--- src/rtl/cp0_exc_unit.sv ---
// Coprocessor-0 exception/interrupt unit for the five-stage MIPS pipeline.
// Decides whether the Mem-stage instruction traps and drives the pipeline
// flush. Holds SR, Cause and EPC, and services mfc0/mtc0/eret issued from Mem.
module cp0_exc_unit #(
   parameter logic [31:0] PRID       = 32'h0000_2020,
   parameter logic [31:0] HANDLER_PC = 32'h0000_4180
) (
   input  logic        clk,
   input  logic        reset_n,
   input  logic [31:0] pc_Mem,
   input  logic [4:0]  excCode_Mem,
   input  logic        ifBd_Mem,
   input  logic [5:0]  hwInt,
   input  logic        cp0We_Mem,
   input  logic [4:0]  cp0Addr_Mem,
   input  logic [31:0] cp0Wd_Mem,
   input  logic        eret_Mem,
   output logic [31:0] cp0Rd_Mem,
   output logic        flush_Mem,
   output logic [31:0] excPc,
   output logic [31:0] epc
);

   localparam logic [4:0] ADDR_SR    = 5'd12;
   localparam logic [4:0] ADDR_CAUSE = 5'd13;
   localparam logic [4:0] ADDR_EPC   = 5'd14;
   localparam logic [4:0] ADDR_PRID  = 5'd15;

   // SR fields
   logic [5:0]  sr_im;
   logic        sr_exl;
   logic        sr_ie;
   // Cause fields; cause_ip is the second synchronizer flop
   logic        cause_bd;
   logic [5:0]  cause_ip;
   logic [4:0]  cause_exc;
   // EPC is word aligned, so only bits [31:2] are stored
   logic [29:0] epc_hi;
   // first synchronizer flop for hwInt
   logic [5:0]  int_sync1;

   logic        int_req;
   logic        exc_req;
   logic [31:0] epc_trap;

   // Trap request decode: interrupt needs a real instruction and no eret.
   always_comb begin
      int_req   = (|(cause_ip & sr_im)) & sr_ie & ~sr_exl
                  & (pc_Mem != '0) & ~eret_Mem;
      exc_req   = (excCode_Mem != '0) & ~sr_exl;
      flush_Mem = int_req | exc_req;
      epc_trap  = ifBd_Mem ? (pc_Mem - 32'd4) : pc_Mem;
   end

   // Two-flop synchronizer for the level-sensitive interrupt lines.
   always_ff @(posedge clk or negedge reset_n) begin
      if (!reset_n) begin
         int_sync1 <= '0;
         cause_ip  <= '0;
      end else begin
         int_sync1 <= hwInt;
         cause_ip  <= int_sync1;
      end
   end

   // CP0 register updates: trap entry, then mtc0, then eret.
   always_ff @(posedge clk or negedge reset_n) begin
      if (!reset_n) begin
         sr_im     <= '0;
         sr_exl    <= 1'b0;
         sr_ie     <= 1'b0;
         cause_bd  <= 1'b0;
         cause_exc <= '0;
         epc_hi    <= '0;
      end else if (flush_Mem) begin
         sr_exl    <= 1'b1;
         cause_bd  <= ifBd_Mem;
         epc_hi    <= epc_trap[31:2];
         cause_exc <= int_req ? 5'd0 : excCode_Mem;
      end else if (cp0We_Mem) begin
         if (cp0Addr_Mem == ADDR_SR) begin
            sr_im  <= cp0Wd_Mem[15:10];
            sr_exl <= cp0Wd_Mem[1];
            sr_ie  <= cp0Wd_Mem[0];
         end else if (cp0Addr_Mem == ADDR_EPC) begin
            epc_hi <= cp0Wd_Mem[31:2];
         end
      end else if (eret_Mem) begin
         sr_exl <= 1'b0;
      end
   end

   // mfc0 read mux; unused bits and unmapped registers read zero.
   always_comb begin
      cp0Rd_Mem = '0;
      unique case (cp0Addr_Mem)
         ADDR_SR:    cp0Rd_Mem = {16'b0, sr_im, 8'b0, sr_exl, sr_ie};
         ADDR_CAUSE: cp0Rd_Mem = {cause_bd, 15'b0, cause_ip, 3'b0, cause_exc, 2'b0};
         ADDR_EPC:   cp0Rd_Mem = {epc_hi, 2'b00};
         ADDR_PRID:  cp0Rd_Mem = PRID;
         default:    cp0Rd_Mem = '0;
      endcase
   end

   assign excPc = HANDLER_PC;
   assign epc   = {epc_hi, 2'b00};

endmodule
--- config.mk ---
export PLATFORM = sky130hd
export DESIGN_NAME = cp0_exc_unit
export DESIGN_NICKNAME = d
export VERILOG_FILES = /design/src/rtl/cp0_exc_unit.sv
export SDC_FILE = /design/constraint.sdc
export NUM_CORES = 1
export LEC_CHECK = 0
export ABC_CLOCK_PERIOD_IN_PS = 5200
export CORE_MARGIN = 2
export CORE_UTILIZATION = 41
export DETAILED_ROUTE_END_ITERATION = 12
export PLACE_DENSITY_LB_ADDON = 0.15
export SLEW_MARGIN = 20
export SYNTH_ARGS = -nofsm -noshare
export SYNTH_HDL_FRONTEND = slang
export SYNTH_SLANG_ARGS = --single-unit
--- constraint.sdc ---
create_clock -name clk -period 5.2 [get_ports clk]
set_input_delay 1.3 -clock clk [delete_from_list [all_inputs] [get_ports clk]]
set_output_delay 1.3 -clock clk [all_outputs]
set_load 0.02 [all_outputs]
After elaboration in Yosys (flattened, before gate mapping) --
Index checks and enable logic that the tools add are counted.
Cells by class: mux-type cells 11, bitwise gates (word level) 10, $add $sub $neg 1, eq/ne operators 6, reduce and logical (&&, ||, !) cells 9
Operator list (count):
- case mux 32 bit (4 select lines) | 1
- two-way mux 30 bit | 4
- two-way mux 32 bit | 1
- nonzero test 32 bit | 1
- subtractor 32 x 3 -> 32 bit (second input constant) | 1
- equality test 5 x 4 -> 1 bit (second input constant) | 4
- bitwise AND 6 bit | 1
- AND reduction 3 bit | 2
- OR reduction 6 bit | 1
- bitwise AND 1 bit | 5
- two-way mux 5 bit | 1
- nonzero test 5 bit | 1
- two-way mux 1 bit | 4
- nonzero test 2 bit | 2
- != test 3 x 1 -> 1 bit (second input constant) | 1
- inverter 1 bit | 3
- nonzero test 3 bit | 1
- != test 2 bit (second input constant) | 1
- AND reduction 2 bit | 1
- bitwise OR 1 bit | 1
Storage, ports and cells: output and inout bits 97, bits in registers 56, input port bits 85

Depth between registers and ports, before layout --
depth after elaboration 9, gate-level depth with buffers 8

Worst setup path before layout --
No wires, ideal clock.
path kind input port to output port, from input port pc_Mem[18], to output port flush_Mem, stages on the path 7, arrival 3503 ps, setup slack 397 ps, path buffers 3, required time 3900 ps, cell sequence or4_1 -> buf_2 -> or4_4 -> o41a_1 -> or2_1 -> buf_2 -> buf_2
Between the ends: cells in the longest elaborated chain, start to end 4
RTL lines:
- from (decl) | line 10 | input logic [31:0] pc_Mem,
- nonzero test 32 bit | line 49 | & (pc_Mem != '0) & ~eret_Mem;
- bitwise AND 1 bit (2 in series) | line 49
- bitwise OR 1 bit | line 51 | flush_Mem = int_req | exc_req;
- to (decl) | line 19 | output logic flush_Mem,
No other way between the ends.

Worst setup path in the final report --
Ends and elaborated chain as after synthesis.

==> impl_metrics.csv <==
group,metric,value,unit
layout,mostFrequentLayoutCells,"145 x clkdlybuf4s50_1, 68 x mux2i_1, 56 x dfrtp_1",
global_route,antenna_found_initial,0,
global_route,grt_max_degree,57,
synth,synth_area,3581,um^2
routing,via_per_inst,4.949,
routing,routed_wl,9442,um
setup_path,cp_top_family,"simple AND/OR/NAND/NOR gates",
layout,nFillCells,772,
routing,wl_met2,4773,um
global_route,grt_pass1_wl,15390,um
routing,ant_nets,0,
setup_path,path_class,"input port to output port",
floorplanning,num_rows,34,
outcome,status,"finished clean",
timing,hold_ws,0.3583,ns
setup_path,slowest_stage,"or4_4",
worst_hold_path,hp-class,"flip-flop to flip-flop",
timing,min_period,5.117,ns
setup_path,path_buf_inv,2,
layout,diodes,0,
timing,max_freq,195.4,MHz
layout,final_common_cell,"clkdlybuf4s50_1",
setup_path,cp.arrival,3.82,ns
setup_path,cp-start-kind,"input port",
routing,dr.first_iter.drc_count,45,
synth,yosysSeqAreaShare,39.13,%
floorplanning,fp.dieArea,9497,um^2
setup_path,critPathMaxStageDelay,0.55,ns
synth,ys_ff_latch,56,
global_route,grt_usage,19.83,%
floorplanning,coreArea,8593,um^2
routing,wl_met3,496,um
cts,cts_hold_buffers,0,
synth,ys.warnings.count,0,
timing,hold_violations,0,
timing,period_share,98.40,%
routing,top_layer_used,"met4",
routing,m1WireLength,4089,um
timing,worst_pin_slew,0.9805,ns
cts,clock-sinks,56,
power_and_ir_drop,power,0.001960,W
synth,syn-instance-count,349,
layout,areaGrowthSynthToFinish,47.52,%
layout,drive_gt1_share,10.31,%
power_and_ir_drop,max-vdd-ir-drop,0.2419,mV
routing,drcViolationCount,0,
timing,final_max_slew_viol_count,0,
cts,numCtsBuffers,5,
placement,hpwlAfterDp,7299,um
floorplanning,start_util,41.67,%
routing,routedWlPerCell,15.18,um
setup_path,worst-path-max-fanout,2,
setup_path,cpMostUsedCell,"or4_4",
setup_path,reg2reg_setup_slack,2.65,ns
routing,drtPass1Iterations,4,
timing,setup_violations,0,
cts,post-cts-setup-buffers,0,
routing,vias,3078,
cts,clockBufferDepth,2,
timing,rsz0062_at_grt,"no",
power_and_ir_drop,p_leak,2.354,nW
setup_path,path_cells,"clkdlybuf4s50_1 > or4_4 > or4_4 > o41a_1 > or2_2 > clkdlybuf4s15_1",
synth,synth_cell_types,39,
timing,fin_skew,0.008081,ns
setup_path,setup.worst_path.end_class,"output port",
floorplanning,io_pins,182,
placement,gp_congestion,0.8089,
synth,syn_area_per_cell,10.26,um^2
cts,root_buffer,"clkbuf_8",
placement,port_buffers,147,
floorplanning,dieHeight,97.46,um
floorplanning,die_x,97.46,um
layout,nNetsFinal,600,
global_route,overflow,0,
setup_path,critPathRequiredTime,3.90,ns
flow_run,maxCapViolations,0,
timing,slew_headroom,34.40,%
cts,h-tree-depth,2,
global_route,first_global_vias,3085,
cts,insertion_delay,0.32,ns
cts,cts_tree,"built",
power_and_ir_drop,cellPowerDensity,371.0,nW/um^2
cts,clkSlewWorstSetupHoldPaths,0.11,ns
==> routing by layer <==
layer / vias to the layer above / GRT usage [%]
met3: 8 / 3.885
li1: 1477 / -
met1: 1491 / 26.05
met5: - / 0
met4: 0 / 4.167
met2: 102 / 34.11
==> cells in the mapped netlist (all sizes together) <==
master  number  area [um^2]
and2        21        131.4
nor3         7        35.03
or3b         2        17.52
mux2i       68        680.7
mux2         8        116.4
clkbuf      10        37.54
nor3b        1        7.510
ha           2        25.02
nor2        29        108.9
nand3        1        5.000
or4          6        48.80
xnor2       21        183.9
nand3b       1        7.510
o21ai        5        25.02
or2          1        6.260
nand4        2        12.51
a211oi       1        7.510
nand2b       2        12.51
o41a         1        11.26
inv          3        11.26
nor2b        5        31.28
a21oi        9        45.04
dfrtp       56         1401
a311o        1        10.01
xor2         8        70.07
buf         40        296.5
or3          3        18.77
nand2        9        33.78
nor4        11        68.82
a22oi        8        60.06
nor4bb       2        20.02
a31oi        1        6.260
or4b         2        20.02
conb         2        7.510
==> stage by stage <==
stage / utilization, % / cell area (um^2) / setup WS, ns / cells / TNS (ns)
2_1_floorplan: - / 3701 / 0.3966 / 381 / 0
3_3_place_gp: 60.29 / 5181 / -0.1893 / 614 / -0.1893
3_5_place_dp: 60.29 / 5181 / -0.1967 / 614 / -0.1967
4_1_cts: 61.42 / 5278 / 0.01919 / 622 / 0
5_1_grt: 61.47 / 5283 / 0.01654 / 622 / 0
6_report: 61.47 / 5283 / 0.08313 / 622 / 0
==> layout make-up <==
type | count | area [um^2] | share of cell area, %
Clock inverter | 3 | 28.78 | 0.5448
Inverter | 3 | 11.26 | 0.2132
Multi-Input combinational cell | 272 | 1961 | 37.12
Sequential cell | 56 | 1401 | 26.53
Tap cell | 108 | 135.1 | 2.558
Clock buffer | 5 | 68.82 | 1.303
Timing Repair Buffer | 175 | 1677 | 31.74
==> state kept, by name (all words and copies together), names as in the netlist <==
name,count
cause_ip,6
sr_im,6
cause_bd,1
epc_hi,30
sr_ie,1
int_sync1,6
sr_exl,1
cause_exc,5
==> logic make-up after synthesis <==
logic type	share of synthesized area [%]
buf+inv	9.644
other cells	0.2097
mux	22.26
compound gates	4.612
simple gates	16.35
flops	39.13
fa+ha+maj	0.6987
xor+xnor	7.093
==> report_power, final <==
group	internal (W)	switching (W)	leakage, nW
Combinational	0.000499	0.000459	1.64
Clock	0.000102	0.000161	0.0511
Sequential	0.000603	0.000135	0.663
Total	0.00120	0.000755	2.35
==> final timing paths <==
check                                       start                endpoint  cells past startpoint
max                                    pc_Mem[18]               flush_Mem                      6
min                        int_sync1[2]$_DFF_PN0_   cause_ip[2]$_DFF_PN0_                      0
max reg2reg                    sr_exl$_DFFE_PN0P_    cause_bd$_DFFE_PN0N_                      6
min reg2reg                int_sync1[2]$_DFF_PN0_   cause_ip[2]$_DFF_PN0_                      0
max in group asynchronous                 reset_n  epc_hi[22]$_DFFE_PN0P_                      2
min in group asynchronous                 reset_n  int_sync1[2]$_DFF_PN0_                      2
==> timing repair <==
action,4_1_cts,5_1_grt
resized for setup,1,2
endpoints found under the setup margin,1,1
gates cloned,0,0
pin swaps,0,0
(Power assumes the default switching activity.)
